$ cat src/rtl/ex_mem_reg.sv
`default_nettype none
// +--------------------------------------------------------------------------+
// | Module      : ex_mem_reg                                                 |
// | Description : EX/MEM pipeline register with valid/ready handshake.       |
// |               Define EX_MEM_SKID_EN for a registered in_ready backed by   |
// |               a skid entry; otherwise a single entry, combinational ready.|
// | Revision    : 1.0  initial release                                       |
// +--------------------------------------------------------------------------+
module ex_mem_reg (
  input  logic        clk,
  input  logic        reset,
  input  logic        in_valid,
  output logic        in_ready,
  input  logic [31:0] in_alu_result,
  input  logic        in_zero,
  input  logic [31:0] in_write_data,
  input  logic [4:0]  in_write_reg,
  input  logic [4:0]  in_ctrl,
  input  logic [31:0] in_branch_target,
  input  logic        flush,
  output logic        out_valid,
  input  logic        out_ready,
  output logic [31:0] out_alu_result,
  output logic        out_zero,
  output logic [31:0] out_write_data,
  output logic [4:0]  out_write_reg,
  output logic [4:0]  out_ctrl,
  output logic [31:0] out_branch_target,
  output logic        out_pc_src
);

  localparam int unsigned c_PAY_W    = 107;
  localparam logic [1:0]  c_ST_EMPTY = 2'd0;
  localparam logic [1:0]  c_ST_ONE   = 2'd1;

  logic [1:0]         r_state;
  logic [c_PAY_W-1:0] r_main;
  logic [c_PAY_W-1:0] w_in_pay;
  logic               w_push;
  logic               w_pop;

  assign w_in_pay = {in_alu_result, in_zero, in_write_data, in_write_reg,
                     in_ctrl, in_branch_target};
  assign w_push   = in_valid && in_ready;
  assign w_pop    = out_valid && out_ready;

  assign out_valid = (r_state != c_ST_EMPTY);

`ifdef EX_MEM_SKID_EN
  localparam logic [1:0] c_ST_TWO = 2'd2;

  logic [c_PAY_W-1:0] r_skid;
  logic [1:0]         w_state_nxt;
  logic               r_in_ready;

  assign in_ready = r_in_ready;

  always_comb begin
    w_state_nxt = r_state;
    case (r_state)
      c_ST_EMPTY: if (w_push) w_state_nxt = c_ST_ONE;
      c_ST_ONE: begin
        if (w_push && !w_pop)      w_state_nxt = c_ST_TWO;
        else if (!w_push && w_pop) w_state_nxt = c_ST_EMPTY;
      end
      c_ST_TWO:   if (w_pop) w_state_nxt = c_ST_ONE;
      default:    w_state_nxt = c_ST_EMPTY;
    endcase
  end

  // Ready is precomputed from the next state so out_ready never reaches in_ready.
  always_ff @(posedge clk or posedge reset) begin
    if (reset) begin
      r_state    <= c_ST_EMPTY;
      r_main     <= '0;
      r_skid     <= '0;
      r_in_ready <= 1'b1;
    end else if (flush) begin
      r_state    <= c_ST_EMPTY;
      r_main     <= '0;
      r_skid     <= '0;
      r_in_ready <= 1'b1;
    end else begin
      r_state    <= w_state_nxt;
      r_in_ready <= (w_state_nxt != c_ST_TWO);
      case (r_state)
        c_ST_EMPTY: if (w_push) r_main <= w_in_pay;
        c_ST_ONE: begin
          if (w_push && w_pop) r_main <= w_in_pay;
          else if (w_push)     r_skid <= w_in_pay;
        end
        c_ST_TWO:   if (w_pop) r_main <= r_skid;
        default: ;
      endcase
    end
  end
`else
  assign in_ready = !out_valid || out_ready;

  always_ff @(posedge clk or posedge reset) begin
    if (reset) begin
      r_state <= c_ST_EMPTY;
      r_main  <= '0;
    end else if (flush) begin
      r_state <= c_ST_EMPTY;
      r_main  <= '0;
    end else if (w_push) begin
      r_state <= c_ST_ONE;
      r_main  <= w_in_pay;
    end else if (w_pop) begin
      r_state <= c_ST_EMPTY;
    end
  end
`endif

  assign {out_alu_result, out_zero, out_write_data, out_write_reg,
          out_ctrl, out_branch_target} = r_main;

  // ctrl[0] is the branch bit.
  assign out_pc_src = out_valid && out_ctrl[0] && out_zero;

endmodule
`default_nettype wire

$ cat config.mk
export PLATFORM = sky130hd
export DESIGN_NAME = ex_mem_reg
export DESIGN_NICKNAME = d
export VERILOG_FILES = /design/src/rtl/ex_mem_reg.sv
export SDC_FILE = /design/constraint.sdc
export NUM_CORES = 1
export LEC_CHECK = 0
export ABC_AREA = 0
export BUFFER_PORTS_ARGS = -buffer_cell sky130_fd_sc_hd__clkbuf_2
export CORE_ASPECT_RATIO = 1.75
export CORE_MARGIN = 4
export CORE_UTILIZATION = 40
export DETAILED_ROUTE_END_ITERATION = 7
export PLACE_DENSITY = 0.72
export REMOVE_ABC_BUFFERS = 1
export SYNTH_ARGS = -nofsm -noshare
export SYNTH_HDL_FRONTEND = slang
export SYNTH_SLANG_ARGS = --single-unit
export TNS_END_PERCENT = 100
$ cat constraint.sdc
create_clock -name clk -period 3.28 [get_ports clk]
set_clock_uncertainty 0.1 [all_clocks]
set_input_delay 0.164 -clock clk [delete_from_list [all_inputs] [get_ports clk]]
set_output_delay 0.164 -clock clk [all_outputs]
set_load 0.005 [all_outputs]
==> results of run 1 <==
## how the worst min path moves through the flow
| stage | start | endpoint | slack [ns] | depth (start not counted) |
|---|---|---|---|---|
| finish | in_valid | r_main[90]$_DFFE_PP0P_ | 0.30 | 3 |
| detailed placement | in_alu_result[20] | r_main[95]$_DFFE_PP0P_ | 0.30 | 3 |
| CTS | in_valid | r_state[0]$_DFFE_PP0P_ | 0.27 | 3 |
| global placement | reset | r_main[30]$_DFFE_PP0P_ | 0.28 | 2 |
| global route | in_valid | r_main[99]$_DFFE_PP0P_ | 0.33 | 3 |
| floorplan | flush | r_main[0]$_DFFE_PP0P_ | 0.13 | 1 |
## registers in the layout, summed over array words and instances, names as in the netlist
| register | flops |
|---|---|
| r_main | 107 |
| r_state | 1 |
## metrics by stage
step | setup TNS [ns] | worst slack (ns)
3_5_place_dp | 0 | 1.33
2_1_floorplan | -163.77 | -1.57
4_1_cts | 0 | 1.06
6_report | 0 | 1.04
5_1_grt | 0 | 0.936
3_3_place_gp | 0 | 1.39
## cells by family after synthesis
| kind of cell | after synthesis | share of synthesized area (%) |
|---|---|---|
| flip-flops | 108 | 52.1 |
| AO/OA/AOI/OAI | 215 | 31.1 |
| AND/OR/NAND/NOR | 109 | 10.6 |
| buffers and inverters | 62 | 6.20 |
## metal layers
layer / vias up / GRT usage [%] / wire, microns
met5: - / 0 / 0
met3: 68 / 3.78 / 644
met2: 178 / 38.4 / 8760
li1: 2330 / - / -
met1: 2399 / 22.9 / 5660
met4: 0 / 11.5 / 869
## tightest hold or removal path: stages
cell and delay [ns]:
buf_6 0.30, nand3_1 0.18, a21oi_1 0.05
## repair_timing
item	4_1_cts	5_1_grt
hold endpoints to repair	175	0
endpoints found under the setup margin	0	0
hold buffers	108	0
buffers inserted	0	0
## power by group through the flow
stage                     Combinational [mW]  Sequential (mW)  Clock [mW]
after floorplan                        0.189             1.47           0
after global placement                 0.434             1.47           0
after detailed placement               0.448             1.47           0
after CTS                              0.554             1.44        1.16
after global routing                   0.610             1.45        1.20
final                                  0.556             1.45        1.12
## final cells by class
type	instances	area, sq um
fill	1028	4870
sequential	108	2700
timing repair buffer	335	2290
multi-input combinational	324	2170
clock buffer	10	229
tap	168	210
clock inverter	4	76.3
inverter	2	10.0
antenna	4	10.0
## cells in the final DEF, fill, tap and decap left out
cell type | synthesis | layout
buf_6 | 6 | 1
diode_2 | 0 | 4
clkbuf_1 | 20 | 1
clkinvlp_4 | 0 | 1
nand3_1 | 107 | 107
dlygate4sd3_1 | 0 | 108
a21bo_1 | 31 | 31
nand2b_4 | 0 | 1
a21oi_1 | 108 | 108
clkbuf_2 | 0 | 219
clkinv_4 | 0 | 1
and3_1 | 1 | 1
dfrtp_1 | 108 | 108
clkbuf_16 | 0 | 9
a21bo_2 | 76 | 76
buf_12 | 0 | 4
bufinv_16 | 0 | 2
inv_4 | 0 | 1
inv_1 | 2 | 1
buf_4 | 1 | 3
==> out/results.ini, run 1 <==
[status]
status = complete, no violations

[place]
placed_area_sq_um = 6300
placed_cells = 829
place_hpwl_microns = 9750
place.port_buffers = 221
place_congestion = 0.794

[setup_path]
path_depth = 3
r2r_setup_slack_ns = 1.29
endpoint_kind = output pin
crit_end = in_ready
cp_slowest_cell = nand2b_4
start_kind = register
r2r_cells = 4
cp_top_family = simple AND/OR/NAND/NOR gates
cp_max_fo = 76
slowest_delay_ns = 0.59
reg2reg_to = r_main[98]$_DFFE_PP0P_
worstPathRequired_ns = 3.02
crit_chain = nand2b_4 > buf_12 > clkbuf_2
cp.buffers_inverters = 2
path_class = reg2out
cp_data_arrival_time_ns = 1.97
timing.rr.start = r_state[0]$_DFFE_PP0P_
startpoint = r_state[0]$_DFFE_PP0P_

[synth]
yosysWarnings = 0
yosysTopAreaCell = dfrtp_1
syn_area_sq_um = 5180
synth.avg_cell_area_sq_um = 10.5
ys_seq_area_share_pct = 52.1
synthArstFlopShare_pct = 100
ys_types = 13
synthFlopType = dfrtp_1
synth-seq-cells = 108
synth_edf_count = 0
synth_top_area_share_pct = 52.1
synth_area_leaders = dfrtp_1, a21bo_2, a21oi_1, nand3_1, a21bo_1
synth_common_cells = a21oi_1, dfrtp_1, nand3_1, a21bo_2, buf_2
syn_inst = 494

[global_route]
antenna_found_initial = 3
grt_max_degree = 109
grt_remaining_overflow = 0
grt_pass1_vias = 5094
grt_pass1_wl_microns = 25200
grt_usage_pct = 21.1

[cells_and_area]
fin_area_sq_um = 7700
fin_util_pct = 61.2
area_delta_synth_final_pct = 48.5
stdcell_count = 955
drive_above_1_share_pct = 40.6
layout.nets = 892

[clocking]
clockBufferDepth = 2
clk_pin_slew_ns = 0.07
worstSkewPairLatency_ns = 0.33
cts_buffers = 9
cts_sinks = 108
cts_resized = 0
cts_tree = done
root_buffer = clkbuf_16
htreeDepth = 3

[power_and_ir_drop]
total_power_mw = 3.13
power_leakage_nw = 3.78
p_int_mw = 2.36
combPwrFrac_pct = 17.8
power_density_nw_per_um2 = 406
pwr-share-clk_pct = 35.9
power_frac_seq_pct = 46.3
irDropWorstVdd_mv = 0.238
switchingPower_mw = 0.764
p_sw_share_pct = 24.5

[sta]
finalSetupViolCount = 0
finalCritPeriodShare_pct = 68.2
tightest_slew_ns = 1.12
slew_violations = 0
rsz0062_at_grt = false
maxSlewHeadroom_pct = 25.2
post-route-min-period_ns = 2.24
whs_ns = 0.303
hold_viol_final = 0
max_freq_mhz = 447

[drt]
drt_iter0_markers = 270
routedWlPerCell_microns = 16.7
vias_per_cell = 5.21
drtPass1Iterations = 4
vias = 4975
drc = 0
ant_nets = 0
wl_microns = 15900

[floorplan]
core-area_sq_um = 12600
die_h_microns = 159
io_pins = 222
fp.dieW_microns = 94.1
start_util_pct = 41.2
dieArea_sq_um = 14900
rows = 54

[worst_hold_path]
min_path_type = in2reg

[run]
cap_violations = 0

Power figures use the tool's default switching activity.
==> run 2: changes to the inputs <==
Settings changed: PLACE_DENSITY 0.72 to 0.69.
Clock period 3.28 ns to 2.14 ns, I/O delays scaled along.
==> run 2 against run 1 <==
Net effect: routed wire length up 1.6%; die area unchanged; worst setup slack lost 0.67 ns; via count up 1.9%; utilization up 0.61 points; final area grew 0.99%; critical path type unchanged; critical endpoint unchanged.
==> out/results.ini, run 2 (synthesized netlist as in run 1, its figures left out) <==
[setup_path]
worstPathRequired_ns = 1.93
cp_data_arrival_time_ns = 1.56
start_kind = register
cp.buffers_inverters = 2
path_class = reg2out
crit_chain = nand2b_4 > buf_12 > clkbuf_2
cp_max_fo = 46
slowest_delay_ns = 0.42
cp_top_family = buffers and inverters
endpoint_kind = output pin
r2r_setup_slack_ns = 0.59
cp_slowest_cell = dfrtp_1

[power_and_ir_drop]
p_int_mw = 3.45
power_density_nw_per_um2 = 604
total_power_mw = 4.69
irDropWorstVdd_mv = 0.426
pwr-share-clk_pct = 34.1
switchingPower_mw = 1.24
power_frac_seq_pct = 47.2
p_sw_share_pct = 26.4
power_leakage_nw = 3.83
combPwrFrac_pct = 18.6

[floorplan]
fp.dieW_microns = 94.1
dieArea_sq_um = 14900
die_h_microns = 159
io_pins = 222
start_util_pct = 41.2
rows = 54
core-area_sq_um = 12600

[drt]
vias = 5072
vias_per_cell = 5.27
routedWlPerCell_microns = 16.8
ant_nets = 0
drt_iter0_markers = 261
wl_microns = 16200
drtPass1Iterations = 4
drc = 0

[global_route]
grt_remaining_overflow = 0
antenna_found_initial = 0
grt_usage_pct = 21.4
grt_max_degree = 109
grt_pass1_wl_microns = 25300
grt_pass1_vias = 5123

[sta]
maxSlewHeadroom_pct = 62.0
rsz0062_at_grt = false
slew_violations = 0
finalCritPeriodShare_pct = 82.5
post-route-min-period_ns = 1.77
hold_viol_final = 0
finalSetupViolCount = 0
tightest_slew_ns = 0.571
max_freq_mhz = 566

[cells_and_area]
layout_common_cells = clkbuf_2, a21oi_1, dlygate4sd3_1, dfrtp_1, nand3_1
fin_area_sq_um = 7770
largest_reg_flops = 107
drive_above_1_share_pct = 41.4
area_delta_synth_final_pct = 49.9
top_regs = r_main (107), r_state (1)
layout.nets = 899
stdcell_count = 962
top_register = r_main
fill_cells = 1002
final_common_cell = clkbuf_2

[clocking]
post_cts_buffers = 0
clk_pin_slew_ns = 0.08
clockBufferDepth = 2
cts_buffers = 9
htreeDepth = 3
root_buffer = clkbuf_16
worstSkewPairLatency_ns = 0.34
cts_sinks = 108
cts_tree = done

[place]
placed_area_sq_um = 6400
place_congestion = 0.831
place.port_buffers = 221
place_hpwl_microns = 10000
placed_cells = 836

[worst_hold_path]
min_path_type = in2reg

[run]
cap_violations = 0

[status]
status = complete, no violations

-- run 2: changes by cell type in the layout (fill, tap and decap cells not counted) --
cell | before | now
buf_12 | 4 | 8
buf_4 | 3 | 6
inv_6 | 0 | 3
bufinv_16 | 2 | 0
clkinv_2 | 0 | 2
diode_2 | 4 | 2
clkbuf_1 | 1 | 0
clkbuf_8 | 0 | 1
clkinvlp_4 | 1 | 0
-- run 2: repair_timing --
| item | CTS | global route |
|---|---|---|
| endpoints found under the setup margin | 0 | 0 |
| gates resized for setup | 0 | 0 |
| hold endpoints to repair | 215 | 0 |
| hold buffers | 108 | 0 |
-- run 2: layout make-up --
class | instances | area [sq um] | share of cell area, %
flip-flops and latches | 108 | 2700 | 34.8
repair buffers | 342 | 2390 | 30.8
multi-input cells | 324 | 2170 | 27.9
clock buffers | 10 | 239 | 3.07
well taps | 168 | 210 | 2.70
clock inverters | 6 | 45.0 | 0.580
inverters | 2 | 10.0 | 0.129
diodes | 2 | 5.00 | 0.0644
-- run 2: through the flow --
stage                     hold slack (ns)  setup WS [ns]  util (%)  TNS [ns]
final                              0.0703          0.374      61.8         0
after global placement              0.187          0.662      50.9         0
after floorplan                    0.0701          -2.71         -   -386.53
after global routing               0.0862          0.293      61.8         0
after detailed placement            0.203          0.622      50.9         0
after CTS                          0.0632          0.360      61.8         0
-- run 2: worst min-delay path, stage by stage --
cell and delay [ns]:
buf_6 0.19, nand3_1 0.12, a21oi_1 0.05
-- run 2: power by group through the flow --
stage,clock network [mW],logic (mW),registers (mW)
final,1.60,0.874,2.22
after global routing,1.72,0.956,2.23
after CTS,1.65,0.868,2.21
after detailed placement,0,0.708,2.25
after global placement,0,0.689,2.25
after floorplan,0,0.290,2.25
-- run 2: final timing paths --
path / from / end / cells after the start
max in group asynchronous: reset / r_main[23]$_DFFE_PP0P_ / 4
worst max-delay path: r_state[0]$_DFFE_PP0P_ / in_ready / 3
worst min-delay path: in_valid / r_main[90]$_DFFE_PP0P_ / 3
min in group asynchronous: reset / r_main[92]$_DFFE_PP0P_ / 4
worst max register to register: r_state[0]$_DFFE_PP0P_ / r_main[16]$_DFFE_PP0P_ / 4
worst min register to register: r_main[77]$_DFFE_PP0P_ / r_main[77]$_DFFE_PP0P_ / 2
-- run 2: routing by layer --
| metal | vias to the layer above | global-route usage, % | part of all wire [%] |
|---|---|---|---|
| li1 | 2352 | - | - |
| met1 | 2463 | 24.7 | 37 |
| met2 | 198 | 37.2 | 54 |
| met3 | 59 | 3.12 | 4.3 |
| met4 | 0 | 12.5 | 4.9 |
| met5 | - | 0 | 0 |
==> run 3: changes to the inputs <==
Settings changed: ABC_AREA 0 to 1, PLACE_DENSITY 0.69 to 0.73.
Clock period 2.14 ns to 1.4 ns, I/O delays scaled along.
==> run 3 against run 2 <==
Net effect: sequential share of layout area up 1.8 points; sequential power up 54%; clock power is 57% higher; flip-flop and latch count did not move; worst hold slack better by 0.14 ns; non-clock buffer count rose by 9; combinational power increased by 49%; critical path type unchanged; final area fell by 5.0%; worst setup slack got worse by 0.32 ns; synthesized area fell by 10%; critical path depth is the same.
==> out/results.ini, run 3 <==
[status]
status = complete, no violations

[drt]
ant_nets = 0
drc = 0
vias_per_cell = 5.60
wl_microns = 16700
vias = 5254
dr.max_layer_used = met4
drt_iter0_markers = 292
wl_met2_microns = 8670
wl_met1_microns = 5860
wl_met3_microns = 1070
routedWlPerCell_microns = 17.8
drtPass1Iterations = 6

[floorplan]
dieArea_sq_um = 13500
rows = 51
start_util_pct = 41.3
fp.dieW_microns = 89.6
io_pins = 222
die_h_microns = 151
core-area_sq_um = 11300

[synth]
synthArstFlopShare_pct = 100
syn_area_sq_um = 4670
ys_types = 14
synth.avg_cell_area_sq_um = 9.43
synth_edf_count = 0
synth_top_area_share_pct = 57.9
synth_most_common_cell = dfrtp_1
yosysWarnings = 0
synth-seq-cells = 108
ys_seq_area_share_pct = 57.9
synthFlopType = dfrtp_1
yosysTopAreaCell = dfrtp_1
syn_inst = 495
synth_area_leaders = dfrtp_1, nand4_1, nand3_1, nand2_1, buf_2
synth_common_cells = dfrtp_1, nand2_1, nand3_1, nand4_1, buf_2

[global_route]
grt_pass1_vias = 5251
antenna_found_initial = 0
grt_usage_pct = 25.1
grt_remaining_overflow = 0
grt_pass1_wl_microns = 26200
grt_max_degree = 109

[setup_path]
path_class = reg2out
endpoint_kind = output pin
start_kind = register
cp_data_arrival_time_ns = 1.17
cp_max_fo = 2
worstPathRequired_ns = 1.23

[cells_and_area]
layout.nets = 911
fin_util_pct = 65.4
area_delta_synth_final_pct = 58.2
top_register = r_main
top_regs = r_main (107), r_state (1)
layout_common_cells = clkbuf_2, dlygate4sd3_1, dfrtp_1
final_common_cell = clkbuf_2
stdcell_count = 938
drive_above_1_share_pct = 32.2
largest_reg_flops = 107

[sta]
tightest_slew_ns = 0.570
finalCritPeriodShare_pct = 96.0
slew_violations = 0
whs_ns = 0.209
rsz0062_at_grt = false
maxSlewHeadroom_pct = 62.0
post-route-min-period_ns = 1.34
max_freq_mhz = 744
finalSetupTns_ns = 0
finalSetupViolCount = 0
hold_viol_final = 0

[power_and_ir_drop]
power_density_nw_per_um2 = 980
irDropWorstVdd_mv = 0.660
power_leakage_nw = 4.08

[place]
place_hpwl_microns = 10200
place_congestion = 0.750
placed_cells = 805
place.port_buffers = 221

[worst_hold_path]
min_path_type = in2reg

[clocking]
cts_tree = done
cts_sinks = 108
clockBufferDepth = 2
cts_buffers = 9
root_buffer = clkbuf_16
worstSkewPairLatency_ns = 0.34
clk_pin_slew_ns = 0.07
htreeDepth = 3

[run]
cap_violations = 0

## run 3: cell types whose count changed after synthesis, sizes merged
cell / delta
clkbuf: -7
inv: +2
buf: +5
nand2: +109
nand2b: -1
a21oi: -107
a21bo: -107
nand4: +107
## run 3: worst max-delay path, stage by stage (launching register included)
cell,delay (ns)
dfrtp_1,0.41
buf_4,0.15
and3_1,0.16
clkbuf_2,0.11
## run 3: cell type report
| class | count | area, sq um |
|---|---|---|
| diodes | 2 | 5.00 |
| clock buffers | 11 | 233 |
| clock inverters | 5 | 62.6 |
| fillers | 856 | 3910 |
| inverters | 4 | 22.5 |
| multi-input cells | 325 | 1640 |
| flip-flops and latches | 108 | 2700 |
| well taps | 132 | 165 |
| repair buffers | 351 | 2550 |
## run 3: cells by family after synthesis
group / Yosys count / share of synthesized area (%)
AO/OA/AOI/OAI: 1 / 0.107
buffers and inverters: 62 / 7.03
flip-flops: 108 / 57.9
AND/OR/NAND/NOR: 324 / 34.9
## run 3: repair_timing
| action | in CTS | in global routing |
|---|---|---|
| buffers inserted | 0 | 3 |
| endpoints found under the setup margin | 1 | 6 |
| endpoints found under the hold margin | 216 | 0 |
| pin swaps | 1 | 1 |
| gates cloned | 2 | 0 |
| hold buffers | 110 | 0 |
| gates resized for setup | 0 | 1 |
## run 3: power breakdown
part,internal [mW],total (mW),switching (mW)
registers,3.30,3.42,0.115
clock network,1.40,2.52,1.13
logic,0.644,1.30,0.652
total,5.34,7.24,1.89
## run 3: path summary, 6_finish.rpt
check	from	endpoint	slack, ns	cells after the start
worst max-delay path	r_state[0]$_DFFE_PP0P_	out_pc_src	0.06	3
worst min-delay path	out_ready	r_main[88]$_DFFE_PP0P_	0.21	6
worst max register to register	r_state[0]$_DFFE_PP0P_	r_main[84]$_DFFE_PP0P_	0.13	4
worst min register to register	r_main[60]$_DFFE_PP0P_	r_main[60]$_DFFE_PP0P_	0.40	2
max in group asynchronous	reset	r_main[90]$_DFFE_PP0P_	0.46	4
min in group asynchronous	reset	r_main[80]$_DFFE_PP0P_	0.32	4
## run 3: per-stage QoR
step	total power, mW	cell area, sq um	setup slack (ns)
floorplan	3.84	4350	-1.62
global placement	4.44	5890	0.179
detailed placement	4.48	5890	0.112
CTS	7.29	7350	0.00675
global route	7.58	7380	0.0160
finish	7.24	7380	0.0558
## run 3: routing by layer
| metal | track usage, % | up-vias |
|---|---|---|
| met5 | 0 | - |
| li1 | - | 2381 |
| met3 | 6.42 | 98 |
| met1 | 28.4 | 2483 |
| met2 | 40.5 | 292 |
| met4 | 17.2 | 0 |
